==> src/rtl/softmax_result_writer_pkg.sv <==
// Shared constants for the softmax result write-back path: datapath widths and FSM state encoding.
// Widths come from the DATAWIDTH / NUM / ADDRSIZE defines, with local defaults when they are absent.
`ifndef DATAWIDTH
`define DATAWIDTH 32
`endif
`ifndef NUM
`define NUM 2
`endif
`ifndef ADDRSIZE
`define ADDRSIZE 9
`endif

package softmax_result_writer_pkg;
  localparam int DATAWIDTH = `DATAWIDTH;
  localparam int NUM       = `NUM;
  localparam int ADDRSIZE  = `ADDRSIZE;
  localparam int WORDWIDTH = DATAWIDTH * NUM;

  localparam logic [1:0] ST_IDLE     = 2'd0;
  localparam logic [1:0] ST_ARMED    = 2'd1;
  localparam logic [1:0] ST_RUN      = 2'd2;
  localparam logic [1:0] ST_COMPLETE = 2'd3;

  // Wrapping sum of all lanes of one packed memory word.
  function automatic logic [DATAWIDTH-1:0] lane_sum(input logic [WORDWIDTH-1:0] word);
    logic [DATAWIDTH-1:0] s;
    s = '0;
    for (int i = 0; i < NUM; i++) s = s + word[i*DATAWIDTH +: DATAWIDTH];
    return s;
  endfunction
endpackage

==> src/rtl/softmax_wb_fifo.sv <==
// Registered synchronous FIFO buffering packed result words; flush empties it in one cycle.
// The head is read combinationally; push and pop in the same cycle are legal even when full.
module softmax_wb_fifo #(
  parameter int WIDTH = 64,
  parameter int DEPTH = 4
) (
  input  logic                     clk,
  input  logic                     reset,
  input  logic                     flush,
  input  logic                     push,
  input  logic                     pop,
  input  logic [WIDTH-1:0]         din,
  output logic [WIDTH-1:0]         head,
  output logic                     full,
  output logic                     empty,
  output logic [$clog2(DEPTH):0]   count
);
  localparam int AW = $clog2(DEPTH);

  logic [WIDTH-1:0] mem [DEPTH];
  logic [AW-1:0]    rd_ptr;
  logic [AW-1:0]    wr_ptr;
  logic [AW:0]      cnt;

  assign head  = mem[rd_ptr];
  assign full  = (cnt == DEPTH[AW:0]);
  assign empty = (cnt == '0);
  assign count = cnt;

  always_ff @(posedge clk) begin
    if (reset || flush) begin
      rd_ptr <= '0;
      wr_ptr <= '0;
      cnt    <= '0;
    end else begin
      if (push) wr_ptr <= wr_ptr + 1'b1;
      if (pop)  rd_ptr <= rd_ptr + 1'b1;
      cnt <= cnt + {{AW{1'b0}}, push} - {{AW{1'b0}}, pop};
    end
  end

  // Storage carries no reset; occupancy alone says which slots hold valid data.
  always_ff @(posedge clk) begin
    if (push && !flush && !reset) mem[wr_ptr] <= din;
  end
endmodule

==> src/rtl/softmax_result_writer.sv <==
// Softmax result write-back: captures lane results on sm_done, buffers them and writes packed words to memory.
// Optional WR_CHECKSUM_EN adds a running wrapping sum of every lane written; otherwise checksum is tied to 0.
module softmax_result_writer
  import softmax_result_writer_pkg::*;
#(
  parameter int FIFO_DEPTH = 4
) (
  input  logic                  clk,
  input  logic                  reset,
  input  logic                  init,
  input  logic [ADDRSIZE-1:0]   out_start_addr,
  input  logic [ADDRSIZE-1:0]   out_end_addr,
  input  logic [DATAWIDTH-1:0]  outp0,
  input  logic [DATAWIDTH-1:0]  outp1,
  input  logic                  sm_done,
  output logic                  mem_wr_en,
  output logic [ADDRSIZE-1:0]   mem_wr_addr,
  output logic [WORDWIDTH-1:0]  mem_wr_data,
  input  logic                  mem_wr_ready,
  output logic                  busy,
  output logic                  complete,
  output logic [ADDRSIZE:0]     beat_count,
  output logic                  fifo_ovf,
  output logic                  addr_ovr,
  output logic [DATAWIDTH-1:0]  checksum,
  output logic [1:0]            fsm_state
);
  // Write port handshake: mem_wr_en/addr/data are held until a cycle where mem_wr_en & mem_wr_ready,
  // which is the accept edge; nothing changes on the port while ready is low.
  localparam int CW = $clog2(FIFO_DEPTH) + 1;

  logic [1:0]           state;
  logic [ADDRSIZE:0]    wr_ptr;
  logic [ADDRSIZE-1:0]  end_addr;
  logic [CW-1:0]        fifo_count;
  logic                 fifo_full;
  logic                 fifo_empty;
  logic [WORDWIDTH-1:0] fifo_head;
  logic [ADDRSIZE:0]    target;
  logic                 capture;
  logic                 target_bad;
  logic                 accept;
  logic                 push;

  assign capture    = !init && sm_done && ((state == ST_ARMED) || (state == ST_RUN));
  assign mem_wr_en  = (state == ST_RUN) && !fifo_empty;
  assign accept     = mem_wr_en && mem_wr_ready;
  // Address this beat would land on once everything already buffered has been written.
  assign target     = wr_ptr + {{(ADDRSIZE + 1 - CW){1'b0}}, fifo_count};
  assign target_bad = (target > {1'b0, end_addr});
  assign push       = capture && !target_bad && (!fifo_full || accept);

  assign mem_wr_addr = wr_ptr[ADDRSIZE-1:0];
  assign mem_wr_data = mem_wr_en ? fifo_head : '0;
  assign busy        = (state == ST_ARMED) || (state == ST_RUN);
  assign complete    = (state == ST_COMPLETE);
  assign fsm_state   = state;

  softmax_wb_fifo #(
    .WIDTH (WORDWIDTH),
    .DEPTH (FIFO_DEPTH)
  ) u_fifo (
    .clk   (clk),
    .reset (reset),
    .flush (init),
    .push  (push),
    .pop   (accept),
    .din   ({outp1, outp0}),
    .head  (fifo_head),
    .full  (fifo_full),
    .empty (fifo_empty),
    .count (fifo_count)
  );

  always_ff @(posedge clk) begin
    if (reset) begin
      state      <= ST_IDLE;
      wr_ptr     <= '0;
      end_addr   <= '0;
      beat_count <= '0;
      fifo_ovf   <= 1'b0;
      addr_ovr   <= 1'b0;
    end else if (init) begin
      state      <= ST_ARMED;
      wr_ptr     <= {1'b0, out_start_addr};
      end_addr   <= out_end_addr;
      beat_count <= '0;
      fifo_ovf   <= 1'b0;
      addr_ovr   <= 1'b0;
    end else begin
      if (accept) begin
        wr_ptr     <= wr_ptr + 1'b1;
        beat_count <= beat_count + 1'b1;
      end
      if (capture && target_bad)                    addr_ovr <= 1'b1;
      else if (capture && fifo_full && !accept)     fifo_ovf <= 1'b1;
      case (state)
        ST_ARMED:    if (sm_done) state <= ST_RUN;
        ST_RUN:      if (!sm_done && fifo_empty && !accept) state <= ST_COMPLETE;
        ST_COMPLETE: state <= ST_IDLE;
        default:     state <= ST_IDLE;
      endcase
    end
  end

`ifdef WR_CHECKSUM_EN
  always_ff @(posedge clk) begin
    if (reset || init)  checksum <= '0;
    else if (accept)    checksum <= checksum + lane_sum(fifo_head);
  end
`else
  assign checksum = '0;
`endif
endmodule

==> config.mk <==
export PLATFORM = sky130hd
export DESIGN_NAME = softmax_result_writer
export DESIGN_NICKNAME = d
export VERILOG_FILES = /design/src/rtl/softmax_result_writer_pkg.sv /design/src/rtl/softmax_wb_fifo.sv /design/src/rtl/softmax_result_writer.sv
export SDC_FILE = /design/constraint.sdc
export NUM_CORES = 1
export LEC_CHECK = 0
export ABC_AREA = 0
export BUFFER_PORTS_ARGS = -buffer_cell sky130_fd_sc_hd__buf_2
export CORE_MARGIN = 5
export CORE_UTILIZATION = 60
export CTS_CLUSTER_SIZE = 20
export DETAILED_ROUTE_END_ITERATION = 12
export PLACE_DENSITY = 0.84
export RECOVER_POWER = 50
export SLEW_MARGIN = 20
export SYNTH_ARGS = -nofsm -noshare
export SYNTH_HDL_FRONTEND = slang
export SYNTH_SLANG_ARGS = --single-unit
==> constraint.sdc <==
create_clock -name clk -period 9.5 [get_ports clk]
set_input_delay 1.425 -clock clk [delete_from_list [all_inputs] [get_ports clk]]
set_output_delay 1.425 -clock clk [all_outputs]
set_load 0.02 [all_outputs]
# --- Yosys cells after proc, flatten, opt, wreduce, memory -nomap -nowiden ---
# Memories as Yosys holds them, arrays and structs flattened. A register that Yosys moved wholly into a read port is not among the register bits.
# Index checks and enable logic that the tools add are counted.
op_classes:
  add_sub_neg: 7
  n_lt_le_gt_ge: 1
  eq_ne: 8
  mux: 11
  n_bitwise: 1
  reduce_logical: 29
op_table:
  columns: ["cell", "n"]
  rows:
  - ["$mux W64", 1]
  - ["$add A10 B1 Y10 const B", 2]
  - ["$mux W9", 2]
  - ["$logic_and A1 B1 Y1", 13]
  - ["$add A10 B3 Y10", 1]
  - ["$gt A10 B9 Y1", 1]
  - ["$mux W2", 4]
  - ["$logic_not A1 Y1", 7]
  - ["$reduce_and A2 Y1", 3]
  - ["$add A2 B1 Y2 const B", 2]
  - ["$eq A2 B2 Y1 const B", 2]
  - ["$pmux W2 S2", 1]
  - ["$add A3 B1 Y3", 1]
  - ["$eq A3 B3 Y1 const B", 1]
  - ["$logic_not A3 Y1", 1]
  - ["$logic_or A1 B1 Y1", 3]
  - ["$mux W1", 3]
  - ["$ne A3 B2 Y1 const B", 1]
  - ["$ne A3 B3 Y1 const B", 1]
  - ["$sub A3 B1 Y3", 1]
  - ["$eq A2 B1 Y1 const B", 1]
  - ["$ne A2 B1 Y1 const B", 1]
  - ["$ne A2 B2 Y1 const B", 1]
  - ["$reduce_bool A2 Y1", 1]
  - ["2 further kinds", 2]
word_totals:
  register_bits: 40
  ramBits: 256
  in_bits: 87
  output_inout_bits: 122
  wordCells: 69
  memories: 1
memory_table:
  columns: ["name", "words", "word_bits", "rd", "rd_ports_with_merged_regs", "write_ports", "line_no", "rtl"]
  rows:
  - ["u_fifo.mem", 4, 64, 1, 1, 1, "softmax_wb_fifo.sv:20", "logic [WIDTH-1:0] mem [DEPTH];"]

# --- Depth between registers and ports, before layout ---
# Gate-level depths: netlist (run 1).
logic_depth:
  word_depth: 10
  ltp_mapped: 17
  ltp_nobuf: 17

# --- Modules after synthesis ---
# Synthesis (run 1) repeated with hierarchy kept, for this count alone.
hier_totals:
  cells_unflattened: 715
  area_unflattened_um2: 12431.9
modules_own_cells:
  columns: ["mod", "instances", "cells_each", "area_per_inst_um2", "seq_area_each_um2"]
  rows:
  - ["softmax_wb_fifo", 1, 379, 9763.1, 7867.5]
  - ["softmax_result_writer", 1, 336, 2668.8, 660.6]

# --- Worst setup path after synthesis (run 1) ---
# Ideal clock, no wire load.
synth_path:
  path_kind: "register to register"
  start: "register wr_ptr[0]"
  end: "memory u_fifo.mem[0][0] (enable)"
  setup_ns: 0.429
  arrival_time_ns: 4.067
  required_time_ns: 9.071
  path_slack_ns: 5.003
  path_stages_with_launch: 13
  synth_period_minus_slack_ns: 4.497
  cell_sequence: "dfxtp_1 -> ha_1 -> fa_1 -> a21oi_1 -> nor2b_1 -> xor2_1 -> ha_1 -> o21ai_0 -> o21ai_0 -> a211oi_2 -> o22ai_2 -> nor3b_4 -> and3_1"
synth_via:
  elab_chain_cells: 9
synth_rtl:
  columns: ["item", "line_no", "rtl"]
  rows:
  - ["start, declared", "softmax_result_writer.sv:33", "logic [ADDRSIZE:0] wr_ptr;"]
  - ["start signal, assigned", "softmax_result_writer.sv:85", "wr_ptr <= {1'b0, out_start_addr};"]
  - ["start signal, assigned", "softmax_result_writer.sv:92", "wr_ptr <= wr_ptr + 1'b1;"]
  - ["$add A10 B3 Y10", "softmax_result_writer.sv:49", "assign target = wr_ptr + {{(ADDRSIZE + 1 - CW){1'b0}}, fifo_count};"]
  - ["$gt A10 B9 Y1", "softmax_result_writer.sv:50", "assign target_bad = (target > {1'b0, end_addr});"]
  - ["$logic_not A1 Y1", "softmax_result_writer.sv:51", "assign push = capture && !target_bad && (!fifo_full || accept);"]
  - ["$logic_and A1 B1 Y1 (2 in a row)", "softmax_result_writer.sv:51", null]
  - ["$logic_and A1 B1 Y1 (2 in a row)", "softmax_wb_fifo.sv:44", "if (push && !flush && !reset) mem[wr_ptr] <= din;"]
  - ["$mux W1", "softmax_wb_fifo.sv:44", null]
  - ["$mux W1 (implied by the code)", "softmax_wb_fifo.sv:44", null]
  - ["end, declared", "softmax_wb_fifo.sv:20", null]
# Every way passes these cells.

# --- Final worst setup path (run 1) ---
layout_path:
  start: "register wr_ptr[0]"
  end: "memory u_fifo.mem[0][16] (enable)"
# The elaborated chain is that of the path after synthesis.

==> summary.md, run 1 <==
| Metric | Value |
|---|---|
| Status | completed |
| Die width | 153.4 um |
| R2R depth | 13 |
| Wirelength per Cell | 20.31 um |
| Fmax | 219.2 MHz |
| Fin nets | 1002 |
| Mean Syn Cell Area | 17.08 sq um |
| Clk_lat worst skew | 0.54 ns |
| Yosys reg bits | 298 |
| Post-CTS setup buffers | 0 |
| Number of stages on the worst hold path | 1 |
| CTS root buf | clkbuf_16 |
| Placement Setup Slack | 5.453 ns |
| Worst Clk Skew | 0.01047 ns |
| Setup violators final | 0 |
| Slew Viols, Final | 0 |
| Max-slew headroom at the worst pin | 0.1850 |
| Total power | 2.682 mW |
| DR pass1 iterations | 4 |
| Gr usage total | 0.2006 |
| Setup TNS Final | 0 ns |
| Via count | 6538 |
| Netlist Area Pre-Place | 0.01233 sq mm |
| Post-synth EDFFs | 256 |
| Sequential share of the synthesized area | 0.6917 |
| GPL Wtd Cong | 0.7914 |
| IO Port Bufs | 176 |
| I/O pins | 209 |
| Vias in the first global route | 6776 |
| Crit path time final | 4.563 ns |
| Worst hold path class | register to register |
| Post-DP HPWL | 14190 um |
| First-pass GRT wire length | 37170 um |
| Post-synth top area share | 0.6235 |
| Cell variety after synth | 44 |
| Ys Warns | 0 |
| Initial DRC count | 350 |
| CTS max path bufs | 3 |
| Synth top area cells | edfxtp_1 (62%), mux4_2 (12%), dfxtp_1 (6.8%), and2_1 (3.3%), buf_4 (2.6%) |
| H-tree levels | 1 |
| Initial Util | 0.6093 |
| Final hold viol count | 0 |
| Leading area contributor after synthesis | edfxtp_1 |
| Complex-gate fraction of the synthesized area | 0.01989 |
| Simple-gate share of the synthesized area | 0.07307 |
| Layout cells sized above 1 | 0.2234 |
| Area added between synthesis and finish | 14.45% |
| MaxCap Viol Count | 0 |
| Power per cell area | 190.1 mW/mm^2 |
| Post-synthesis xor/xnor area fraction | 0.01776 |
| Worst-Margin Slew | 1.222 ns |
| Final setup margin | 4.937 ns |
| Post-route ant nets | 0 |
| Remaining DRCs | 0 |
| Final wirelength | 24040 um |
| FP Rows | 52 |
| Cts bufs inserted | 29 |
| Post-synthesis mux area share | 0.1287 |
| Pin count of the biggest net entering global routing | 66 |
| Critical path arrival | 4.72 ns |
| Worst Setup Path Type | register to register |
| Syn Inst Count | 722 |
| Antenna violations before repair | 1 |
| Hold Buf Count CTS | 0 |
| Leak | 4.927 nW |
| Critical Path Fanout Max | 64 |
| CP Data Required Time | 9.65 ns |
| Num Clock Sinks | 298 |
| RSZ-0062 raised after global routing | false |
| Post-cts sizing count | 0 |
| Die Y | 153.4 um |
| Startpoint types | register |
| Fin crit share | 0.4803 |
| Vias per cell | 5.522 |
| Main combinational cell family by area after synthesis | multiplexers |
| DIE AREA | 0.02352 sq mm |
| Worst VDD drop | 119.3 uV |
| Area of the core | 0.02023 sq mm |
| Asr flop ratio synth | 0 |
| Main flop type after synthesis | edfxtp_1 |
| Total grt overflow | 0 |
| Post-synthesis adder-cell area fraction | 0.02659 |
| Clock transition at the registers of the reported paths | 0.06 ns |
| CTS tree | done |
| Crit path capture type | register |
| Worst hold slack | 0.4758 ns |
cells in the final DEF (no fill, tap or decap), types with 21 or more instances in the layout:
| master | n |
|---|---|
| and2_1 | 65 |
| buf_2 | 85 |
| clkbuf_1 | 99 |
| clkbuf_16 | 29 |
| conb_1 | 32 |
| dfxtp_1 | 40 |
| edfxtp_1 | 256 |
| ha_1 | 23 |
| inv_1 | 21 |
| mux4_2 | 64 |
| nor2_1 | 41 |
metrics by stage:
step / cells / area [sq um] / util
finish: 1184 / 14110 / 0.6974
global route: 1183 / 14110 / 0.6973
CTS: 1183 / 14240 / 0.7037
detailed placement: 1129 / 13260 / 0.6555
global placement: 1129 / 13260 / 0.6555
floorplan: 753 / 12450 / -
synth_stat cells (all sizes together), types with 5 or more instances:
cell,number
edfxtp,256
and2,66
mux4,64
buf,56
nor2,43
dfxtp,42
ha,23
inv,22
nand2,17
clkbuf,15
a21oi,14
mux2i,13
xnor2,13
xor2,12
and3,9
nand3,8
nand4,8
o21ai,8
a211oi,5
sequential cells by signal, indices dropped and copies added, names as in the netlist, named ones only:
| signal | flops |
|---|---|
| u_fifo.mem | 256 |
| beat_count | 10 |
| wr_ptr | 10 |
| end_addr | 9 |
| u_fifo.count | 3 |
| fsm_state | 2 |
| u_fifo.rd_ptr | 2 |
| u_fifo.wr_ptr | 2 |
| addr_ovr | 1 |
| fifo_ovf | 1 |
cells by family after synthesis:
logic type | after synthesis
xor gates and xnor gates | 25
other | 1
AOI/OAI and AO/OA | 38
and+or+nand+nor | 164
DFF | 298
adders and majority gates | 25
buffers and inverters | 93
muxes | 78
layout make-up:
type | count | area (sq um)
clock buffer | 37 | 755.7
sequential | 298 | 8536
timing repair buffer | 177 | 774.5
clock inverter | 17 | 220.2
tap | 270 | 337.8
fill | 1356 | 6123
inverter | 22 | 82.58
antenna | 1 | 2.502
multi-input combinational | 362 | 3402
worst paths after layout:
path | start | end | slack [ns]
worst max-delay path | wr_ptr[0] | u_fifo.mem[0][16] | 4.94
worst min register to register | addr_ovr | addr_ovr | 0.48
worst max register to register | wr_ptr[0] | u_fifo.mem[0][16] | 4.94
worst min-delay path | addr_ovr | addr_ovr | 0.48
report_power, final:
| group | switching, mW | internal (mW) |
|---|---|---|
| sequential | 0.00770 | 1.43 |
| combinational | 0.0589 | 0.0298 |
| clock | 0.460 | 0.700 |
critical path: stages (launching register included):
cell     delay (ns)
dfxtp_1        0.36
ha_1           0.27
fa_1           0.41
a21oi_1        0.16
nor2b_1        0.09
nand3_1        0.10
xnor2_1        0.13
ha_1           0.26
nor3_1         0.16
nor2_1         0.07
o22ai_1        0.16
o22ai_1        0.14
nor3b_1        0.82
and3_4         0.99
per-layer routing:
metal / vias up / GRT usage / part of all wire
met3: 51 / 0.04891 / 0.077
met2: 251 / 0.3475 / 0.52
met4: 2 / 0.06392 / 0.030
met5: - / 0 / 0.00083
met1: 3233 / 0.2520 / 0.38
li1: 3001 / - / -
No activity file was read; power rests on OpenSTA's default activity.
==> inputs of run 2 (changes only) <==
--- a/config.mk
+++ b/config.mk
@@ -8,10 +8,10 @@
 export ABC_AREA = 0
 export BUFFER_PORTS_ARGS = -buffer_cell sky130_fd_sc_hd__buf_2
 export CORE_MARGIN = 5
-export CORE_UTILIZATION = 60
+export CORE_UTILIZATION = 51
 export CTS_CLUSTER_SIZE = 20
 export DETAILED_ROUTE_END_ITERATION = 12
-export PLACE_DENSITY = 0.84
+export PLACE_DENSITY = 0.76
 export RECOVER_POWER = 50
 export SLEW_MARGIN = 20
 export SYNTH_ARGS = -nofsm -noshare
==> constraint.sdc (replaced) <==
create_clock -name clk -period 4.15 [get_ports clk]
set_input_delay 0.6225 -clock clk [delete_from_list [all_inputs] [get_ports clk]]
set_output_delay 0.6225 -clock clk [all_outputs]
set_load 0.02 [all_outputs]
==> run 2 against run 1 <==
  * Critical path depth did not move
  * Power rose by 120%
  * Maximum frequency rose by 19%
  * Design area rose by 1.7%
  * Die area rose by 16%
  * First-iteration DRC count rose by 36%
  * Largest power group unchanged
  * Highest routed layer unchanged
==> summary.md, run 2 (synthesis gave the netlist of run 1 again) <==
| Metric | Value |
|---|---|
| Status | completed (unchanged) |
| Clock transition at the registers of the reported paths | 0.06 ns (about the same) |
| Pin count of the biggest net entering global routing | 65 (was 66) |
| Post-DP HPWL | 15770 um (was 14190 um) |
| Remaining DRCs | 0 (unchanged) |
| Worst VDD drop | 316.9 uV (was 119.3 uV) |
| Worst Clk Skew | 0.01928 ns (was 0.01047 ns) |
| CTS tree | done (unchanged) |
| Slew Viols, Final | 0 (unchanged) |
| Layout cells sized above 1 | 0.2387 (was 0.2234) |
| Fmax | 261.5 MHz (was 219.2 MHz) |
| Final hold viol count | 0 (unchanged) |
| Most frequent cells in the layout | edfxtp_1 (256), clkbuf_1 (96), buf_2 (84) (was edfxtp_1 (256), clkbuf_1 (99), buf_2 (85)) |
| CTS root buf | clkbuf_16 (unchanged) |
| Crit path capture type | register (unchanged) |
| Antenna violations before repair | 2 (was 1) |
| Area added between synthesis and finish | 16.44% (was 14.45%) |
| I/O pins | 209 (unchanged) |
| Most common cell after layout, fill and taps aside | edfxtp_1 (unchanged) |
| DIE AREA | 0.02739 sq mm (was 0.02352 sq mm) |
| Largest register FFs | 256 (unchanged) |
| Cts bufs inserted | 30 (was 29) |
| Leak | 5.011 nW (was 4.927 nW) |
| DR pass1 iterations | 4 (unchanged) |
| Max-slew headroom at the worst pin | 0.1401 (was 0.1850) |
| Power per cell area | 417.4 mW/mm^2 (was 190.1 mW/mm^2) |
| Via count | 6527 (was 6538) |
| Fin nets | 1018 (was 1002) |
| Critical path arrival | 4.07 ns (was 4.72 ns) |
| FP Rows | 57 (was 52) |
| Total grt overflow | 0 (unchanged) |
| Final wirelength | 23750 um (was 24040 um) |
| Worst Setup Path Type | register to register (unchanged) |
| Clk_lat worst skew | 0.55 ns (was 0.54 ns) |
| Hold Buf Count CTS | 0 (unchanged) |
| Placement Setup Slack | 0.3006 ns (was 5.453 ns) |
| Setup violators final | 0 (unchanged) |
| Post-CTS setup buffers | 0 (unchanged) |
| MaxCap Viol Count | 0 (unchanged) |
| Wirelength per Cell | 18.94 um (was 20.31 um) |
| Final core utilization | 0.5973 (was 0.6974) |
| Gr usage total | 0.1712 (was 0.2006) |
| Initial Util | 0.5130 (was 0.6093) |
| Largest regs | u_fifo.mem (256), beat_count (10), wr_ptr (10) (unchanged) |
| Placed insts | 1198 (was 1129) |
| Startpoint types | register (unchanged) |
| Die Y | 165.5 um (was 153.4 um) |
| Num Clock Sinks | 298 (unchanged) |
| RSZ-0062 raised after global routing | false (unchanged) |
| IO Port Bufs | 176 (unchanged) |
| Fin crit share | 0.9215 (was 0.4803) |
| Worst-Margin Slew | 1.290 ns (was 1.222 ns) |
| Worst hold path class | input port to register (was register to register) |
| Final setup margin | 0.3258 ns (was 4.937 ns) |
| Setup TNS Final | 0 ns (unchanged) |
| H-tree levels | 1 (unchanged) |
| Critical Path Fanout Max | 20 (was 64) |
| Post-cts sizing count | 0 (unchanged) |
| CTS max path bufs | 3 (unchanged) |
| Ant diodes | 0 (was 1) |
| GPL Wtd Cong | 0.8152 (was 0.7914) |
| Crit path time final | 3.824 ns (was 4.563 ns) |
| FF-to-FF setup slack | 0.33 ns (was 4.94 ns) |
| Biggest register | u_fifo.mem (unchanged) |
| Die width | 165.5 um (was 153.4 um) |
| CP Data Required Time | 4.39 ns (was 9.65 ns) |
| Finished Layout Cells | 1254 (was 1184) |
| Vias per cell | 5.205 (was 5.522) |
| Area of the core | 0.02403 sq mm (was 0.02023 sq mm) |
| Post-route ant nets | 0 (unchanged) |
| Initial DRC count | 475 (was 350) |
| Vias in the first global route | 6434 (was 6776) |
| Worst hold slack | 0.3172 ns (was 0.4758 ns) |
| First-pass GRT wire length | 36130 um (was 37170 um) |
-- run 2: cell count changes in the layout (fill, tap and decap cells not counted), sizes merged --
cell | previous run | this run
buf | 86 | 99
clkinv | 8 | 16
bufinv | 5 | 1
clkinvlp | 2 | 3
diode | 1 | 0
inv | 24 | 23
-- run 2: path summary, 6_finish.rpt --
| check | start | cells past startpoint | to |
|---|---|---|---|
| setup reg to reg | wr_ptr[0] | 13 | u_fifo.mem[2][52] |
| hold reg to reg | addr_ovr | 1 | addr_ovr |
| setup / recovery | wr_ptr[0] | 13 | u_fifo.mem[2][52] |
| hold / removal | out_end_addr[2] | 3 | end_addr[2] |
-- run 2: worst max-delay path, cell delays in order, from the launching register on --
cell	delay (ns)
dfxtp_1	0.36
ha_1	0.26
fa_1	0.41
a21oi_1	0.16
nor2b_1	0.09
xor2_1	0.15
ha_1	0.30
o21ai_0	0.15
o21ai_0	0.13
a211oi_2	0.21
o22ai_2	0.17
nor3b_4	0.37
and3_4	0.50
buf_4	0.27
-- run 2: cell type report --
| type | instances | area, sq um |
|---|---|---|
| multi-input combinational | 362 | 3420 |
| clock inverter | 21 | 141.4 |
| fill | 1864 | 9678 |
| timing repair buffer | 192 | 982.2 |
| tap | 324 | 405.4 |
| inverter | 22 | 82.58 |
| sequential | 298 | 8536 |
| clock buffer | 35 | 789.5 |
-- run 2: stage by stage --
step           total power, mW  area [sq um]
6_report                 5.992         14360
5_1_grt                  6.212         14360
4_1_cts                  6.060         14480
3_5_place_dp             3.570         13540
3_3_place_gp             3.562         13540
2_1_floorplan            3.497         12450
-- run 2: per-layer routing --
metal	vias to the layer above	share of wire	track usage
li1	3032	-	-
met1	3245	0.41	0.2277
met2	215	0.51	0.2949
met3	31	0.070	0.03599
met4	4	0.015	0.03637
met5	-	0.0011	0
-- run 2: power by group --
part | total (mW) | internal [mW] | switching (mW)
Combinational | 0.213 | 0.0714 | 0.142
Clock | 2.50 | 1.42 | 1.08
Sequential | 3.28 | 3.27 | 0.0177
